[src/rtl/rs_param_station.sv]
// rs_param_station: reservation station in front of one ALU.
//
// Holds up to RS_DEPTH dispatched ops. Operands still waiting on a ROB tag are woken by
// any of the N_CDB broadcast buses. Waking also happens on the dispatch path in the same
// cycle, so a dispatch never misses a broadcast. One operand-complete op per cycle moves
// into a registered issue slot with a valid/ready handshake. The ROB clear flushes the
// station.
//
// Ports:
//   clk_in, rst_in (sync, active high), rdy_in (global pause), clear_in (flush)
//   disp_*      dispatch request: type, ROB tag, operands, immediate, operand dependencies
//   rs_full     registered count equals RS_DEPTH
//   rs_count    occupied entries
//   cdb_*       N_CDB broadcast buses, packed. Bus i sits at slice i.
//   iss_*       registered issue slot toward the ALU. iss_ready is the ALU accept.
//
// Configuration macro: RS_AGE_ORDER_EN
//   defined   -> each entry tracks how many entries are older than it. The oldest ready
//                entry issues first.
//   undefined -> the lowest-index ready entry issues first.

module rs_param_station #(
    parameter int RS_DEPTH = 8,
    parameter int ROB_W    = 5,
    parameter int XLEN     = 32,
    parameter int TYPE_W   = 5,
    parameter int N_CDB    = 2,
    localparam int IDX_W   = $clog2(RS_DEPTH),
    localparam int CNT_W   = IDX_W + 1
) (
    input  logic                    clk_in,
    input  logic                    rst_in,
    input  logic                    rdy_in,
    input  logic                    clear_in,
    input  logic                    disp_valid,
    input  logic [TYPE_W-1:0]       disp_type,
    input  logic [ROB_W-1:0]        disp_rob_id,
    input  logic [XLEN-1:0]         disp_v1,
    input  logic [XLEN-1:0]         disp_v2,
    input  logic [XLEN-1:0]         disp_imm,
    input  logic                    disp_has_q1,
    input  logic                    disp_has_q2,
    input  logic [ROB_W-1:0]        disp_q1,
    input  logic [ROB_W-1:0]        disp_q2,
    output logic                    rs_full,
    output logic [CNT_W-1:0]        rs_count,
    input  logic [N_CDB-1:0]        cdb_valid,
    input  logic [N_CDB*ROB_W-1:0]  cdb_rob_id,
    input  logic [N_CDB*XLEN-1:0]   cdb_value,
    output logic                    iss_valid,
    input  logic                    iss_ready,
    output logic [TYPE_W-1:0]       iss_type,
    output logic [ROB_W-1:0]        iss_rob_id,
    output logic [XLEN-1:0]         iss_v1,
    output logic [XLEN-1:0]         iss_v2,
    output logic [XLEN-1:0]         iss_imm
);

    logic              ent_valid_q [RS_DEPTH];
    logic              ent_valid_d [RS_DEPTH];
    logic              ent_dep1_q  [RS_DEPTH];
    logic              ent_dep1_d  [RS_DEPTH];
    logic              ent_dep2_q  [RS_DEPTH];
    logic              ent_dep2_d  [RS_DEPTH];
    logic [ROB_W-1:0]  ent_q1_q    [RS_DEPTH];
    logic [ROB_W-1:0]  ent_q1_d    [RS_DEPTH];
    logic [ROB_W-1:0]  ent_q2_q    [RS_DEPTH];
    logic [ROB_W-1:0]  ent_q2_d    [RS_DEPTH];
    logic [XLEN-1:0]   ent_v1_q    [RS_DEPTH];
    logic [XLEN-1:0]   ent_v1_d    [RS_DEPTH];
    logic [XLEN-1:0]   ent_v2_q    [RS_DEPTH];
    logic [XLEN-1:0]   ent_v2_d    [RS_DEPTH];
    logic [XLEN-1:0]   ent_imm_q   [RS_DEPTH];
    logic [XLEN-1:0]   ent_imm_d   [RS_DEPTH];
    logic [TYPE_W-1:0] ent_type_q  [RS_DEPTH];
    logic [TYPE_W-1:0] ent_type_d  [RS_DEPTH];
    logic [ROB_W-1:0]  ent_rob_q   [RS_DEPTH];
    logic [ROB_W-1:0]  ent_rob_d   [RS_DEPTH];
`ifdef RS_AGE_ORDER_EN
    logic [IDX_W-1:0]  ent_age_q   [RS_DEPTH];
    logic [IDX_W-1:0]  ent_age_d   [RS_DEPTH];
    logic [IDX_W-1:0]  sel_age;
    logic [CNT_W-1:0]  new_age;
`endif

    logic [CNT_W-1:0]  rs_count_q, rs_count_d;
    logic              iss_valid_q, iss_valid_d;
    logic [TYPE_W-1:0] iss_type_q, iss_type_d;
    logic [ROB_W-1:0]  iss_rob_q, iss_rob_d;
    logic [XLEN-1:0]   iss_v1_q, iss_v1_d;
    logic [XLEN-1:0]   iss_v2_q, iss_v2_d;
    logic [XLEN-1:0]   iss_imm_q, iss_imm_d;

    logic              sel_found;
    logic [IDX_W-1:0]  sel_idx;
    logic [IDX_W-1:0]  free_idx;
    logic              issue_fire;
    logic              disp_acc;
    logic              new_dep1, new_dep2;
    logic [XLEN-1:0]   new_v1, new_v2;

    assign rs_full    = (rs_count_q == CNT_W'(RS_DEPTH));
    assign rs_count   = rs_count_q;
    assign iss_valid  = iss_valid_q;
    assign iss_type   = iss_type_q;
    assign iss_rob_id = iss_rob_q;
    assign iss_v1     = iss_v1_q;
    assign iss_v2     = iss_v2_q;
    assign iss_imm    = iss_imm_q;

    always_comb begin
        for (int i = 0; i < RS_DEPTH; i++) begin
            ent_valid_d[i] = ent_valid_q[i];
            ent_dep1_d[i]  = ent_dep1_q[i];
            ent_dep2_d[i]  = ent_dep2_q[i];
            ent_q1_d[i]    = ent_q1_q[i];
            ent_q2_d[i]    = ent_q2_q[i];
            ent_v1_d[i]    = ent_v1_q[i];
            ent_v2_d[i]    = ent_v2_q[i];
            ent_imm_d[i]   = ent_imm_q[i];
            ent_type_d[i]  = ent_type_q[i];
            ent_rob_d[i]   = ent_rob_q[i];
`ifdef RS_AGE_ORDER_EN
            ent_age_d[i]   = ent_age_q[i];
`endif
        end
        iss_valid_d = iss_valid_q;
        iss_type_d  = iss_type_q;
        iss_rob_d   = iss_rob_q;
        iss_v1_d    = iss_v1_q;
        iss_v2_d    = iss_v2_q;
        iss_imm_d   = iss_imm_q;

        // Issue selection looks only at registered state. An entry woken this cycle
        // therefore issues no earlier than the next cycle.
        sel_found = 1'b0;
        sel_idx   = '0;
`ifdef RS_AGE_ORDER_EN
        sel_age   = '0;
        for (int i = 0; i < RS_DEPTH; i++) begin
            if (ent_valid_q[i] && !ent_dep1_q[i] && !ent_dep2_q[i] &&
                (!sel_found || ent_age_q[i] < sel_age)) begin
                sel_found = 1'b1;
                sel_idx   = IDX_W'(i);
                sel_age   = ent_age_q[i];
            end
        end
`else
        for (int i = RS_DEPTH - 1; i >= 0; i--) begin
            if (ent_valid_q[i] && !ent_dep1_q[i] && !ent_dep2_q[i]) begin
                sel_found = 1'b1;
                sel_idx   = IDX_W'(i);
            end
        end
`endif
        issue_fire = sel_found && (!iss_valid_q || iss_ready);
        disp_acc   = disp_valid && !rs_full;

        // A slot freed by this cycle's issue is still counted as occupied here.
        free_idx = '0;
        for (int i = RS_DEPTH - 1; i >= 0; i--) begin
            if (!ent_valid_q[i]) free_idx = IDX_W'(i);
        end

        // The bus loops run in descending order so that the lowest matching bus wins.
        for (int i = 0; i < RS_DEPTH; i++) begin
            for (int b = N_CDB - 1; b >= 0; b--) begin
                if (ent_valid_q[i] && ent_dep1_q[i] && cdb_valid[b] &&
                    cdb_rob_id[b*ROB_W +: ROB_W] == ent_q1_q[i]) begin
                    ent_v1_d[i]   = cdb_value[b*XLEN +: XLEN];
                    ent_dep1_d[i] = 1'b0;
                end
                if (ent_valid_q[i] && ent_dep2_q[i] && cdb_valid[b] &&
                    cdb_rob_id[b*ROB_W +: ROB_W] == ent_q2_q[i]) begin
                    ent_v2_d[i]   = cdb_value[b*XLEN +: XLEN];
                    ent_dep2_d[i] = 1'b0;
                end
            end
        end

        new_v1   = disp_v1;
        new_v2   = disp_v2;
        new_dep1 = disp_has_q1;
        new_dep2 = disp_has_q2;
        for (int b = N_CDB - 1; b >= 0; b--) begin
            if (disp_has_q1 && cdb_valid[b] && cdb_rob_id[b*ROB_W +: ROB_W] == disp_q1) begin
                new_v1   = cdb_value[b*XLEN +: XLEN];
                new_dep1 = 1'b0;
            end
            if (disp_has_q2 && cdb_valid[b] && cdb_rob_id[b*ROB_W +: ROB_W] == disp_q2) begin
                new_v2   = cdb_value[b*XLEN +: XLEN];
                new_dep2 = 1'b0;
            end
        end

        if (issue_fire) begin
            iss_valid_d          = 1'b1;
            iss_type_d           = ent_type_q[sel_idx];
            iss_rob_d            = ent_rob_q[sel_idx];
            iss_v1_d             = ent_v1_q[sel_idx];
            iss_v2_d             = ent_v2_q[sel_idx];
            iss_imm_d            = ent_imm_q[sel_idx];
            ent_valid_d[sel_idx] = 1'b0;
`ifdef RS_AGE_ORDER_EN
            for (int i = 0; i < RS_DEPTH; i++) begin
                if (ent_age_q[i] > ent_age_q[sel_idx]) ent_age_d[i] = ent_age_q[i] - 1'b1;
            end
`endif
        end else if (iss_ready) begin
            iss_valid_d = 1'b0;
        end

`ifdef RS_AGE_ORDER_EN
        // The new entry's age counts the older entries that survive this cycle.
        new_age = rs_count_q - {{(CNT_W-1){1'b0}}, issue_fire};
`endif
        if (disp_acc) begin
            ent_valid_d[free_idx] = 1'b1;
            ent_dep1_d[free_idx]  = new_dep1;
            ent_dep2_d[free_idx]  = new_dep2;
            ent_q1_d[free_idx]    = disp_q1;
            ent_q2_d[free_idx]    = disp_q2;
            ent_v1_d[free_idx]    = new_v1;
            ent_v2_d[free_idx]    = new_v2;
            ent_imm_d[free_idx]   = disp_imm;
            ent_type_d[free_idx]  = disp_type;
            ent_rob_d[free_idx]   = disp_rob_id;
`ifdef RS_AGE_ORDER_EN
            ent_age_d[free_idx]   = new_age[IDX_W-1:0];
`endif
        end

        rs_count_d = rs_count_q + {{(CNT_W-1){1'b0}}, disp_acc}
                                - {{(CNT_W-1){1'b0}}, issue_fire};
    end

    always_ff @(posedge clk_in) begin
        if (rst_in || (rdy_in && clear_in)) begin
            for (int i = 0; i < RS_DEPTH; i++) begin
                ent_valid_q[i] <= 1'b0;
                ent_dep1_q[i]  <= 1'b0;
                ent_dep2_q[i]  <= 1'b0;
                ent_q1_q[i]    <= '0;
                ent_q2_q[i]    <= '0;
                ent_v1_q[i]    <= '0;
                ent_v2_q[i]    <= '0;
                ent_imm_q[i]   <= '0;
                ent_type_q[i]  <= '0;
                ent_rob_q[i]   <= '0;
`ifdef RS_AGE_ORDER_EN
                ent_age_q[i]   <= '0;
`endif
            end
            rs_count_q  <= '0;
            iss_valid_q <= 1'b0;
            iss_type_q  <= '0;
            iss_rob_q   <= '0;
            iss_v1_q    <= '0;
            iss_v2_q    <= '0;
            iss_imm_q   <= '0;
        end else if (rdy_in) begin
            for (int i = 0; i < RS_DEPTH; i++) begin
                ent_valid_q[i] <= ent_valid_d[i];
                ent_dep1_q[i]  <= ent_dep1_d[i];
                ent_dep2_q[i]  <= ent_dep2_d[i];
                ent_q1_q[i]    <= ent_q1_d[i];
                ent_q2_q[i]    <= ent_q2_d[i];
                ent_v1_q[i]    <= ent_v1_d[i];
                ent_v2_q[i]    <= ent_v2_d[i];
                ent_imm_q[i]   <= ent_imm_d[i];
                ent_type_q[i]  <= ent_type_d[i];
                ent_rob_q[i]   <= ent_rob_d[i];
`ifdef RS_AGE_ORDER_EN
                ent_age_q[i]   <= ent_age_d[i];
`endif
            end
            rs_count_q  <= rs_count_d;
            iss_valid_q <= iss_valid_d;
            iss_type_q  <= iss_type_d;
            iss_rob_q   <= iss_rob_d;
            iss_v1_q    <= iss_v1_d;
            iss_v2_q    <= iss_v2_d;
            iss_imm_q   <= iss_imm_d;
        end
    end

endmodule
[config.mk]
export PLATFORM = sky130hd
export DESIGN_NAME = rs_param_station
export DESIGN_NICKNAME = d
export VERILOG_FILES = /design/src/rtl/rs_param_station.sv
export SDC_FILE = /design/constraint.sdc
export NUM_CORES = 2
export LEC_CHECK = 0
export BUFFER_PORTS_ARGS = -buffer_cell sky130_fd_sc_hd__buf_2
export CAP_MARGIN = 40
export CORE_MARGIN = 1
export CORE_UTILIZATION = 55
export CTS_CLUSTER_SIZE = 14
export DETAILED_ROUTE_END_ITERATION = 6
export PLACE_DENSITY_LB_ADDON = 0.15
export SYNTH_ARGS = -nofsm -noshare
export SYNTH_HDL_FRONTEND = slang
export SYNTH_SLANG_ARGS = --single-unit
[constraint.sdc]
create_clock -name clk_in -period 12 [get_ports clk_in]
set_input_delay 0.6 -clock clk_in [delete_from_list [all_inputs] [get_ports clk_in]]
set_output_delay 0.6 -clock clk_in [all_outputs]
set_load 0.05 [all_outputs]
==> out/results.ini <==
[global_routing]
track_usage_pct=40.8
grt_max_degree=212
globalRouteOverflowTotal=0
grt_pass1_wl_um=367000
antenna_found_initial=17
grt_pass1_vias=54300

[die]
ios=312
rows=125
dieArea_um2=119000
design.core.area_um2=117000
die_y_um=345
die_w_um=345
initial_utilization_pct=55.6

[yosys]
ys_ff_latch=1063
synth_top_area_cell=edfxtp_1
synth_common_cells=a21oi_1 (966), edfxtp_1 (952), nand2_1 (870), mux2i_1 (579), nor2_1 (578)
synth_area_um2=64800
synth_ff_type=edfxtp_1
async_flop_share_pct=0
ys_warn_count=0
netlist_instances=6673
synth_edf_count=952
yosysSeqAreaShare_pct=47.6
yosys.area.top_type_share_pct=44.1
synth.most_common_cell=a21oi_1
syn_area_per_cell_um2=9.71
synth.area.top_cells=edfxtp_1 (44%), mux2i_1 (8.9%), a21oi_1 (7.5%)
syn-num-nets=6878
yosysUniqueCellTypes=61

[detailed_routing]
routedWlPerCell_um=31.1
dr_total_vias=57900
drt-total-wl_um=252000
drc_errors=1
drtAntennaViolNets=0
dr.pass1.iters=7
drt-initial-drc-count=8813
avgViaCountPerCell=7.14

[clock_tree]
insertion_delay_ns=0.77
htreeDepth=3
root_buffer=clkbuf_16
clkSinkCount=1063
post_cts_buffers=0
cts_hold_buf=0
cts.repair.resized=0
clk_pin_slew_ns=0.06
numCtsBuffers=117
cts_tree=done
clk_path_buf_depth=3

[sta]
min_period_ns=4.33
fmax_ghz=0.231
timing.final.crit_share_pct=36.1
worst_pin_slew_ns=1.21
rsz0062_at_grt=no
hold_viol_final=0
finClkSkew_ns=0.0627
final-max-slew-violation-count=0
setup_viol=0
setup-tns-final_ns=0
slew_headroom_pct=19.5

[worst_hold_path]
worstHoldStart=iss_ready
hold_path_class=input port to flip-flop
holdPathStages=4
hold_end=iss_valid

[setup_path]
worstPathArrival_ns=5.03
cp-start-kind=flip-flop
critPathMaxStageDelay_ns=0.79
critPathCaptureType=flip-flop
rrSetupSlack_ns=7.67
cp_cell_sequence=nor3b_2 -> or2_4 -> buf_4 -> nor2_4 -> buf_4 -> buf_4 -> a22oi_1 -> o22ai_1 -> a211o_1
cp.required_ns=12.70
r2r_cells=9
reg2reg_to=iss_v2[16]
cp.depth=9
critPathMaxFanout=58
cp_common_cell=buf_4
crit_slowest_cell=buf_4
crit_type=flip-flop to flip-flop
path_delay_family=buffers and inverters
cp_num_buf_inv=3
regToRegStartpoint=ent_valid_q[1][0]

[run_status]
violations=design-rule violations
status=complete, but fails checks

[final_layout]
n_fill_cell=9729
syn_to_final_growth_pct=10.1
register_area_um2=30800
fin_util_pct=61.2
drive_above_1_share_pct=11.4
multi_input_area_um2=30700
num-nets-final=6673

[power]
p_leak_uw=0.0308
p_per_area_nw_per_um2=134
ir_worst_vdd_uv=125

[placement]
gp_congestion=0.909
post-dp-hpwl_um=134000
io_buffers=311

[job]
max-cap-violations=0

power breakdown:
part / internal (uW) / leakage (uW) / switching [uW] / total, uW
Clock: 2130 / 0.00191 / 1620 / 3750
Combinational: 384 / 0.0175 / 939 / 1320
Sequential: 4310 / 0.0114 / 165 / 4470
cells by family after synthesis:
logic type | synth area share [%]
flip-flops | 47.6
AO/OA/AOI/OAI | 24.2
multiplexers | 9.48
adder cells (fa/ha/maj) | 0.108
XOR/XNOR | 2.46
buffers and inverters | 5.50
AND/OR/NAND/NOR | 10.7
state kept, by name, indices dropped and copies added, names as in the netlist, 8 cells and up:
register / cells
ent_dep1_q: 8
iss_imm: 32
ent_rob_q: 40
ent_v1_q: 256
ent_type_q: 40
ent_v2_q: 256
ent_q1_q: 40
ent_q2_q: 40
ent_imm_q: 256
ent_dep2_q: 8
iss_v2: 32
ent_valid_q: 8
iss_v1: 32
layer usage:
| layer | track usage, % | vias up | wire (um) |
|---|---|---|---|
| li1 | - | 24600 | - |
| met2 | 61.7 | 4647 | 110000 |
| met1 | 54.1 | 27700 | 91000 |
| met4 | 21.9 | 16 | 15600 |
| met3 | 10.1 | 979 | 35500 |
| met5 | 0 | - | 97 |
placed cells by master, fill, tap and decap left out, drive strengths merged, types with 11 or more instances in the layout:
cell type / count
nor2: 579
nor4: 37
bufinv: 11
mux2i: 579
buf: 477
clkbuf: 165
o2bb2ai: 104
nand2: 871
mux2: 31
a211o: 106
nand4: 49
o22ai: 135
a22o: 481
a22oi: 421
nor3: 110
clkinv: 46
a21oi: 988
a21o: 38
edfxtp: 952
and2: 18
xor2: 144
xnor2: 38
dfxtp: 111
final cells by class:
type	instances	area share (%)
Antenna cell	5	0.0175
Clock buffer	164	4.55
Clock inverter	60	0.914
Inverter	4	0.0211
Multi-Input combinational cell	4804	43.1
Sequential cell	1063	43.2
Tap cell	1524	2.67
Timing Repair Buffer	478	5.53
worst max path at each step:
stage | startpoint | to
4_1_cts | ent_valid_q[1][0] | iss_v2[28]
2_1_floorplan | rs_count[2] | ent_imm_q[0][0]
3_5_place_dp | ent_valid_q[1][0] | iss_v1[18]
3_3_place_gp | rdy_in | iss_imm[15]
6_report | ent_valid_q[1][0] | iss_v2[16]
5_1_grt | ent_valid_q[1][0] | iss_v2[19]
per-stage QoR:
stage          total power (uW)  hold WS [ns]  worst slack (ns)  cell area (um^2)  instances
6_report                   9540         0.248              7.67             71300       8102
5_1_grt                    9770         0.260              7.58             71300       8098
4_1_cts                    9480         0.225              7.81             71300       8096
3_5_place_dp               5820         0.535              7.81             67400       7872
3_3_place_gp               5770         0.535              7.67             65900       7815
2_1_floorplan              5410         0.579              3.11             64800       6673
worst reg2reg max path, cell delays in order, from the launching register on:
cell,delay (ns)
edfxtp_1,0.53
nor3b_2,0.25
or2_4,0.49
buf_4,0.43
nor2_4,0.46
buf_4,0.78
buf_4,0.81
a22oi_1,0.19
o22ai_1,0.21
a211o_1,0.14
No activity file was read; power rests on OpenSTA's default activity.
